===== config.mk =====
export PLATFORM = sky130hd
export DESIGN_NAME = systolic_skew_feeder
export DESIGN_NICKNAME = d
export VERILOG_FILES = /design/src/rtl/systolic_pkg.sv /design/src/rtl/feeder_operand_bank.sv /design/src/rtl/systolic_skew_feeder.sv
export SDC_FILE = /design/constraint.sdc
export NUM_CORES = 1
export LEC_CHECK = 0
export BUFFER_PORTS_ARGS = -buffer_cell sky130_fd_sc_hd__buf_2
export CORE_MARGIN = 4
export CORE_UTILIZATION = 47
export CTS_BUF_LIST = sky130_fd_sc_hd__clkbuf_4 sky130_fd_sc_hd__clkbuf_8
export DETAILED_ROUTE_END_ITERATION = 10
export MAX_ROUTING_LAYER = met4
export PLACE_DENSITY = 0.67
export SLEW_MARGIN = 10
export SYNTH_ARGS = -nofsm -noshare
export SYNTH_HDL_FRONTEND = slang
export SYNTH_SLANG_ARGS = --single-unit

===== constraint.sdc =====
create_clock -name clk -period 7.9 [get_ports clk]
set_clock_uncertainty 0.1 [all_clocks]
set_input_delay 0.79 -clock clk [delete_from_list [all_inputs] [get_ports clk]]
set_output_delay 0.79 -clock clk [all_outputs]
set_load 0.02 [all_outputs]

===== src/rtl/systolic_pkg.sv =====
`default_nettype none
// ============================================================================
// Module   : systolic_pkg
// Brief    : Shared types and helpers for the systolic multiplier front end
//            and drain stages.
// Revision : 1.0 - initial release
// ============================================================================
package systolic_pkg;

  // Feeder sequencing states.
  typedef enum logic [1:0] {
    ST_IDLE   = 2'd0,
    ST_CLEAR  = 2'd1,
    ST_STREAM = 2'd2,
    ST_DONE   = 2'd3
  } feeder_state_t;

  // Number of cycles the skewed stream occupies for an n x n tile.
  function automatic int stream_len(input int n);
    return 3 * n - 2;
  endfunction

  // Bit position of the least significant bit of a packed lane.
  function automatic int lane_lsb(input int lane, input int width);
    return lane * width;
  endfunction

endpackage
`default_nettype wire


===== src/rtl/feeder_operand_bank.sv =====
`default_nettype none
// ============================================================================
// Module   : feeder_operand_bank
// Brief    : One N x N operand register bank with a single write port and
//            N combinational read ports addressed by (row, col).
// Revision : 1.0 - initial release
// ============================================================================
module feeder_operand_bank
  import systolic_pkg::*;
#(
  parameter int WIDTH = 8,
  parameter int N     = 4,
  parameter int IW    = $clog2(N)
) (
  input  logic                 clk,
  input  logic                 reset_n,
  input  logic                 wr_en,
  input  logic [IW-1:0]        wr_row,
  input  logic [IW-1:0]        wr_col,
  input  logic [WIDTH-1:0]     wr_data,
  input  logic [N*IW-1:0]      rd_row,
  input  logic [N*IW-1:0]      rd_col,
  output logic [N*WIDTH-1:0]   rd_data
);

  logic [WIDTH-1:0] mem_q [N][N];
  logic [WIDTH-1:0] mem_d [N][N];

  // Next bank contents: matching on each legal index drops out-of-range writes.
  always_comb begin
    mem_d = mem_q;
    for (int r = 0; r < N; r++) begin
      for (int c = 0; c < N; c++) begin
        if (wr_en && (wr_row == IW'(r)) && (wr_col == IW'(c))) begin
          mem_d[r][c] = wr_data;
        end
      end
    end
  end

  // Bank storage, cleared only by reset.
  always_ff @(posedge clk or negedge reset_n) begin
    if (!reset_n) begin
      for (int r = 0; r < N; r++) begin
        for (int c = 0; c < N; c++) begin
          mem_q[r][c] <= '0;
        end
      end
    end else begin
      mem_q <= mem_d;
    end
  end

  // Read ports: an address outside the bank reads as zero.
  always_comb begin
    rd_data = '0;
    for (int p = 0; p < N; p++) begin
      for (int r = 0; r < N; r++) begin
        for (int c = 0; c < N; c++) begin
          if ((rd_row[p*IW +: IW] == IW'(r)) && (rd_col[p*IW +: IW] == IW'(c))) begin
            rd_data[lane_lsb(p, WIDTH) +: WIDTH] = mem_q[r][c];
          end
        end
      end
    end
  end

endmodule
`default_nettype wire


===== src/rtl/systolic_skew_feeder.sv =====
`default_nettype none
// ============================================================================
// Module   : systolic_skew_feeder
// Brief    : Buffers two N x N operand tiles and streams them into the top
//            (A, per column) and left (B, per row) edges of the PE array with
//            a one-cycle-per-lane diagonal skew.
// Revision : 1.0 - initial release
// ============================================================================
module systolic_skew_feeder
  import systolic_pkg::*;
#(
  parameter int WIDTH = 8,
  parameter int N     = 4
) (
  input  logic                   clk,
  input  logic                   reset_n,
  input  logic                   wr_valid,
  input  logic                   wr_sel,
  input  logic [$clog2(N)-1:0]   wr_row,
  input  logic [$clog2(N)-1:0]   wr_col,
  input  logic [WIDTH-1:0]       wr_data,
  output logic                   wr_ready,
  input  logic                   start,
  output logic                   busy,
  output logic                   done,
  output logic                   pe_clear,
  output logic                   pe_enable,
  output logic [N*WIDTH-1:0]     a_edge,
  output logic [N*WIDTH-1:0]     b_edge
);

  localparam int IW     = $clog2(N);
  localparam int CW     = $clog2(3 * N - 1);
  localparam int LAST_T = stream_len(N) - 1;

  feeder_state_t      state_q, state_d;
  logic [CW-1:0]      t_q, t_d;
  logic [N*WIDTH-1:0] a_edge_q, a_edge_d;
  logic [N*WIDTH-1:0] b_edge_q, b_edge_d;

  logic               idle;
  logic [N*IW-1:0]    lane_idx;   // skewed k index per lane
  logic [N*IW-1:0]    lane_id;    // fixed lane number per lane
  logic [N-1:0]       lane_vld;
  logic [N*WIDTH-1:0] a_rd, b_rd;

  assign idle = (state_q == ST_IDLE);

  // Sequencer: next state and step counter.
  always_comb begin
    state_d = state_q;
    t_d     = '0;
    case (state_q)
      ST_IDLE:   if (start) state_d = ST_CLEAR;
      ST_CLEAR:  state_d = ST_STREAM;
      ST_STREAM: begin
        if (t_q == CW'(LAST_T)) state_d = ST_DONE;
        else                    t_d = t_q + CW'(1);
      end
      ST_DONE:   state_d = ST_IDLE;
      default:   state_d = ST_IDLE;
    endcase
  end

  // Skew addressing for the step being loaded: lane l carries k = t - l.
  // A lane j reads A[k][j]; B lane i reads B[i][k], so both share k.
  always_comb begin
    lane_idx = '0;
    lane_id  = '0;
    lane_vld = '0;
    for (int l = 0; l < N; l++) begin
      lane_id[l*IW +: IW] = IW'(l);
      if ((t_d >= CW'(l)) && ((t_d - CW'(l)) < CW'(N))) begin
        lane_idx[l*IW +: IW] = IW'(t_d - CW'(l));
        lane_vld[l]          = 1'b1;
      end
    end
  end

  feeder_operand_bank #(.WIDTH(WIDTH), .N(N), .IW(IW)) u_bank_a (
    .clk     (clk),
    .reset_n (reset_n),
    .wr_en   (wr_valid && idle && !wr_sel),
    .wr_row  (wr_row),
    .wr_col  (wr_col),
    .wr_data (wr_data),
    .rd_row  (lane_idx),
    .rd_col  (lane_id),
    .rd_data (a_rd)
  );

  feeder_operand_bank #(.WIDTH(WIDTH), .N(N), .IW(IW)) u_bank_b (
    .clk     (clk),
    .reset_n (reset_n),
    .wr_en   (wr_valid && idle && wr_sel),
    .wr_row  (wr_row),
    .wr_col  (wr_col),
    .wr_data (wr_data),
    .rd_row  (lane_id),
    .rd_col  (lane_idx),
    .rd_data (b_rd)
  );

  // Lane data for the next cycle; forced to zero outside STREAM or off-diagonal.
  always_comb begin
    a_edge_d = '0;
    b_edge_d = '0;
    if (state_d == ST_STREAM) begin
      for (int l = 0; l < N; l++) begin
        if (lane_vld[l]) begin
          a_edge_d[lane_lsb(l, WIDTH) +: WIDTH] = a_rd[lane_lsb(l, WIDTH) +: WIDTH];
          b_edge_d[lane_lsb(l, WIDTH) +: WIDTH] = b_rd[lane_lsb(l, WIDTH) +: WIDTH];
        end
      end
    end
  end

  // State, counter and registered lane outputs.
  always_ff @(posedge clk or negedge reset_n) begin
    if (!reset_n) begin
      state_q  <= ST_IDLE;
      t_q      <= '0;
      a_edge_q <= '0;
      b_edge_q <= '0;
    end else begin
      state_q  <= state_d;
      t_q      <= t_d;
      a_edge_q <= a_edge_d;
      b_edge_q <= b_edge_d;
    end
  end

  // Control outputs decode the state register; wr_ready is held low while
  // reset is asserted so every output reads zero during reset.
  assign wr_ready  = idle && reset_n;
  assign busy      = !idle;
  assign done      = (state_q == ST_DONE);
  assign pe_clear  = (state_q == ST_CLEAR);
  assign pe_enable = (state_q == ST_STREAM);
  assign a_edge    = a_edge_q;
  assign b_edge    = b_edge_q;

endmodule
`default_nettype wire


==> run metrics, run 1 <==
Post-Syn Nets=1139; max-slew violation count=0; minimum clock period after layout=4840 ps; category of the critical setup timing path=flop to flop; share of flip-flops with an asynchronous set or reset=100%; register bit total from synthesis=326; CP endpoint kind=flop; CTS H-tree depth=2; Final Cycle Share=61.3%; measured slew at the worst slew-check pin=1040 ps; GP Congestion=0.893; number of library cell types mapped by synthesis=53; number of maximum-capacitance constraint violations=0; clock latency of the later-clocked register in the worst-skew pair=580 ps; Vert. Die Dim=182 um; number of clock sinks seen by CTS=326; yosys synthesis warning count=0; master cell of the clock root buffer=clkbuf_8; quantity of gates resized following cts=0; via count of the first global-routing pass=9825; final hold viol count=0; DRC violation count after routing=0; number of vias after detailed routing=9397; CP arrival=5210 ps; Core ar.=29700 um2; antenna violations before repair=0; Inserted Clock Buffers=51; number of enable-type register cells in the synthesized netlist=0; depth of the worst register-to-register path=12; post-detailed-route wirelength per cell=21.3 um; overall routing resource usage=21.5%; Post-synth top flop=dfrtp_1; summed negative setup slack over all endpoints=0 ps; largest net degree at the start of global routing=150; first-pass GRT wire length=55.5 mm; Leak Pwr=7.65 nW; sequential-to-total area share from yosys stat=57.4%; number of buffer cells added on primary ports=85; ratio of total power to cell area=345 nW/um2; NumNets Final=1215; placed inst area=14900 um2; count of antenna-violating nets left after detailed routing=0; status=complete, no violations; vias per inst=5.83; highest fanout seen on the critical path=60; DR iter-0 viols=509; length of the first detailed-routing pass in iterations=7; full die area=33100 um2; Placement Rows=63; required arrival time at the worst endpoint=8260 ps; crit path max-delay cell type=clkinv_1; slowest cell delay on critical path=710 ps; CTS Hold Buffers Added=0; clock-pin slew reported for the worst setup and hold paths after clock tree synthesis=60 ps; DRT Wirelength=34.4 mm; number of setup violations in the final report=0; unrepaired setup endpoints after global routing=false; placed wire-length estimate=20.8 mm; Initial Util=47.8%; final core area utilization=53.9%; fin area=16000 um2; maximum clock insertion buffer count=3; number of setup buffers added after CTS=0; worst voltage drop across the vdd grid=0.228 mV; Post-Synthesis Cell Area=14200 um2; Max Fclk=206 MHz; relative slew slack=30.6%; worst-path cell chain=inv_1 > ha_1 > nor2b_1 > nand2_2 > buf_4 > clkinv_1 > ha_1 > nor4_4 > buf_4 > o21a_1 > o21ai_0 > a211oi_1; Synth Instances=1110; boundary pin count=86; horizontal extent of the die=182 um; antenna fix cells=0; clock tree from TritonCTS=done; growth of design area from synthesis to finish=12.7%; layout cells sized above 1=38.1%; worst hold-check path type=primary input to async pin; overall overflow remaining after global route=0; mean area per synthesized cell=12.8 um2; category of the worst setup path launch point=flop
## layer usage
layer	global-route usage, %	vias up	share of wire [%]
met5	-	-	0
met4	7.11	0	3.0
met3	3.89	83	4.9
met2	33.3	234	48
met1	29.0	4863	44
li1	-	4217	-
## layout by cell type, fill, tap and decap left out, drive strengths merged, types with 2 or more instances in the layout
cell type and count:
a21o 2, nor3 71, o211a 3, and3 2, clkbuf 85, o211ai 33, ha 12, a211oi 20
nor4 2, xnor2 4, nand2b 24, dfrtp 326, a2111oi 20, mux2 255, nor2 75, or4 3
mux2i 15, a311oi 2, nand3 12, nor2b 11, a21oi 14, clkinv 4, nand2 27, and2 4
o22ai 25, buf 98, nand3b 2, a221oi 18, o21ai 25, or2 2, inv 13
## sequential cells by signal (all words and copies together) (netlist names)
name,flops
a_edge,32
u_bank_b.mem_q,128
t_q,4
state_q,2
u_bank_a.mem_q,128
b_edge,32
## stage by stage
step / hold slack [ps] / total power, mW / instances / worst slack (ps)
after floorplan: 370 / 3.57 / 1110 / 4190
after global placement: 381 / 4.05 / 1523 / 3330
after detailed placement: 386 / 4.09 / 1523 / 3110
after CTS: 184 / 5.57 / 1612 / 3050
after global routing: 201 / 5.87 / 1612 / 2660
final: 169 / 5.53 / 1612 / 3060
## worst max-delay path: cells and delay by family, from the launching register on
kind	cells	cell delay (ps)
buffers and inverters	4	1660
adder cells (fa/ha/maj)	2	930
AO/OA/AOI/OAI	3	930
AND/OR/NAND/NOR	3	680
flip-flops	1	410
## layout make-up
type	instances	area [um2]
inverters	14	55.1
well taps	390	488
clock inverters	4	26.3
flip-flops and latches	326	8160
multi-input cells	695	5700
fillers	2515	13700
clock buffers	85	1040
repair buffers	98	546
## cell usage after synthesis, drive strengths merged (2+ instances only)
master,count,share of area (%)
nand3,12,0.42
a21oi,14,0.49
nor2b,11,0.48
a311oi,2,0.12
o211ai,33,1.7
buf,14,0.60
nor3,71,2.5
a211oi,20,1.1
nand3b,2,0.11
nand2b,24,1.1
clkinv,2,0.053
dfrtp,326,57
ha,12,1.1
o22ai,25,1.1
or4,3,0.18
xnor2,4,0.25
mux2i,15,1.1
nor4,2,0.13
inv,12,0.33
nor2,75,2.0
a21o,2,0.11
a221oi,18,1.1
o211a,3,0.21
nand2,27,0.71
and3,2,0.088
and2,4,0.18
or2,2,0.088
clkbuf,61,1.6
a2111oi,20,1.8
mux2,255,20
o21ai,25,0.88
## worst paths after layout
path	endpoint	start	slack, ps
worst max-delay path	a_edge[30]	state_q[0]	3060
max in group asynchronous	u_bank_a.mem_q[79]	reset_n	6050
worst max register to register	a_edge[30]	state_q[0]	3060
min in group clk	u_bank_b.mem_q[81]	u_bank_b.mem_q[81]	400
worst min register to register	u_bank_b.mem_q[81]	u_bank_b.mem_q[81]	400
worst min-delay path	u_bank_a.mem_q[8]	reset_n	170
## where the power goes
group / switching (mW) / internal, mW
clock: 0.636 / 0.829
sequential: 0.205 / 2.08
combinational: 1.11 / 0.663
## kinds of logic after synthesis
group	synth area share, %
XOR/XNOR	0.246
AO/OA/AOI/OAI	9.31
buffers and inverters	2.60
flip-flops	57.4
multiplexers	21.3
AND/OR/NAND/NOR	8.13
adder cells (fa/ha/maj)	1.06
No activity file was read; power rests on OpenSTA's default activity.
==> run 2: changes to the inputs <==
==> constraint.sdc (replaced) <==
create_clock -name clk -period 5 [get_ports clk]
set_clock_uncertainty 0.1 [all_clocks]
set_input_delay 0.5 -clock clk [delete_from_list [all_inputs] [get_ports clk]]
set_output_delay 0.5 -clock clk [all_outputs]
set_load 0.02 [all_outputs]
==> run 2 against run 1 <==
- first-iteration DRC count is 16% higher
- final cell count up 0.87%
- sequential power increased by 58%
- worst setup slack got worse by 2200 ps
- combinational power up 61%
- sequential share of layout area shrank 0.48 points
- wire length grew 1.0%
- count of clock-buffer cells in the layout unchanged
- largest cell class unchanged
- critical path type unchanged
- critical endpoint is now a_edge[17]
- highest routed layer unchanged
==> run metrics, run 2 (same netlist as run 1, synthesis figures left out) <==
status=complete, no violations; category of the critical setup timing path=flop to flop; number of buffer cells added on primary ports=85 (unchanged); full die area=33100 um2 (unchanged); Placement Rows=63 (unchanged); overall routing resource usage=21.4% (-0.094 points); Initial Util=47.8% (unchanged); DR iter-0 viols=592 (+16%); Core ar.=29700 um2 (unchanged); most frequent standard cell in the layout excluding fill and tap cells=dfrtp_1; GP Congestion=0.862 (-3.5%); number of vias after detailed routing=9357 (-0.43%); number of setup buffers added after CTS=0 (unchanged); maximum clock insertion buffer count=3 (unchanged); clock latency of the later-clocked register in the worst-skew pair=570 ps (about the same); clock-pin slew reported for the worst setup and hold paths after clock tree synthesis=60 ps (about the same); measured slew at the worst slew-check pin=974 ps (-67.1 ps); placed wire-length estimate=20.8 mm (about the same); layout cells sized above 1=38.5% (+0.47 points); overall overflow remaining after global route=0 (unchanged); unrepaired setup endpoints after global routing=false; depth of the worst register-to-register path=12 (unchanged); relative slew slack=34.8% (+4.2 points); WHS=281 ps (+112 ps); length of the first detailed-routing pass in iterations=4 (-3); Leak Pwr=7.73 nW (+1.0%); max-slew violation count=0 (unchanged); DRT Wirelength=34.8 mm (+1.0%); clock tree from TritonCTS=done; ratio of total power to cell area=553 nW/um2 (+60%); horizontal extent of the die=182 um (unchanged); highest fanout seen on the critical path=17 (-72%); CP bufs+invs=4 (unchanged); Min-Delay Endpoint=state_q[0]; crit path max-delay cell type=a2111oi_0; NumNets Final=1224 (+0.74%); category of the worst setup path launch point=flop; Final Cycle Share=83.2% (+22 points); fin area=16200 um2 (+0.96%); count of antenna-violating nets left after detailed routing=0 (unchanged); end of the worst register-to-register path=a_edge[17]; worst voltage drop across the vdd grid=0.349 mV (+53%); largest net degree at the start of global routing=139 (-7.3%); CTS Hold Buffers Added=1 (+1); master cell of the clock root buffer=clkbuf_8; launching point of the worst reg2reg path=t_q[0]; top cell family by delay on the critical path=compound AO/OA/AOI/OAI gates; critical hold path startpoint=start; number of fillers in the final layout=2509 (-0.24%); Hold Path Depth=4; via count of the first global-routing pass=9674 (-1.5%); CTS H-tree depth=2 (unchanged); DRC violation count after routing=0 (unchanged); summed negative setup slack over all endpoints=0 ps (unchanged); flop-to-flop setup slack=840 ps (-2220 ps); Inserted Clock Buffers=53 (+3.9%); vias per inst=5.75 (-1.3%); CP arrival=4440 ps (-770 ps); antenna violations before repair=4 (+4); required arrival time at the worst endpoint=5280 ps (-2980 ps); worst hold-check path type=primary input to flop; placed inst area=15000 um2 (+0.30%); final hold viol count=0 (unchanged); Max Fclk=240 MHz (+16%); commonest non-fill, non-tap cells in the layout=dfrtp_1 (326), mux2_2 (255), buf_2 (84), nor2_1 (75), clkbuf_8 (73); slowest cell delay on critical path=610 ps (-100 ps); CP endpoint kind=flop; quantity of gates resized following cts=0 (unchanged); Vert. Die Dim=182 um (unchanged); boundary pin count=86 (unchanged); first-pass GRT wire length=55.1 mm (-0.74%); largest registers=u_bank_a.mem_q (128), u_bank_b.mem_q (128); number of clock sinks seen by CTS=326 (unchanged); worst-path cell chain=ha_1 > inv_1 > nand3_1 > clkinv_1 > buf_4 > ha_1 > o21ai_0 > a211oi_1 > o211ai_1 > buf_4 > nor2b_1 > a2111oi_0; minimum clock period after layout=4160 ps (-683 ps); post-detailed-route wirelength per cell=21.4 um (+0.14%); number of setup violations in the final report=0 (unchanged); number of maximum-capacitance constraint violations=0 (unchanged); growth of design area from synthesis to finish=13.8%
-- run 2: cell types whose count changed in the layout (fill, tap and decap cells not counted) --
cell	before	now
clkbuf_4	20	12
clkbuf_8	65	73
diode_2	0	3
bufinv_16	0	1
inv_6	1	0
dlygate4sd3_1	0	1
clkinv_2	2	6
buf_4	12	18
-- run 2: metal layers --
metal	vias to the layer above	global-route usage (%)	share of wire [%]	wire (um)
li1	4241	-	-	-
met3	56	3.43	4.2	1480
met1	4821	29.3	45	15800
met2	239	33.4	48	16800
met4	0	6.27	2.1	725
met5	-	-	0	0
-- run 2: cell type report --
type / count / area [um2] / area share (%)
Antenna cell: 3 / 7.51 / 0.0464
Clock buffer: 85 / 1090 / 6.77
Clock inverter: 8 / 67.6 / 0.418
Inverter: 14 / 55.1 / 0.340
Multi-Input combinational cell: 695 / 5700 / 35.3
Sequential cell: 326 / 8160 / 50.4
Tap cell: 390 / 488 / 3.02
Timing Repair Buffer: 105 / 601 / 3.71
-- run 2: worst max path at each step --
stage | from | end | slack [ps] | cells past startpoint
after global placement | t_q[0] | a_edge[17] | 1110 | 12
after CTS | t_q[0] | a_edge[17] | 850 | 12
final | t_q[0] | a_edge[17] | 840 | 12
after floorplan | state_q[0] | a_edge[10] | 1290 | 12
after detailed placement | t_q[0] | a_edge[17] | 930 | 12
after global routing | t_q[0] | a_edge[17] | 570 | 12
-- run 2: power by group --
group	internal (mW)	total (mW)	switching, mW
registers	3.29	3.61	0.324
logic	1.08	2.86	1.78
clock network	1.43	2.46	1.03
total	5.80	8.94	3.13
-- run 2: per-stage QoR --
step                      setup slack, ps  std cells  util [%]  power (mW)
after detailed placement              926       1529      50.5        6.50
final                                 839       1626      54.4        8.94
after CTS                             846       1623      54.4        8.99
after floorplan                      1290       1110         -        5.64
after global placement               1110       1529      50.5        6.43
after global routing                  574       1626      54.4        9.47
-- run 2: worst register-to-register path: stages, from the launching register on --
cell and delay [ps]:
dfrtp_1 490, ha_1 510, inv_1 270, nand3_1 450, clkinv_1 170, buf_4 250, ha_1 220, o21ai_0 110
a211oi_1 270, o211ai_1 150, buf_4 220, nor2b_1 150, a2111oi_0 610
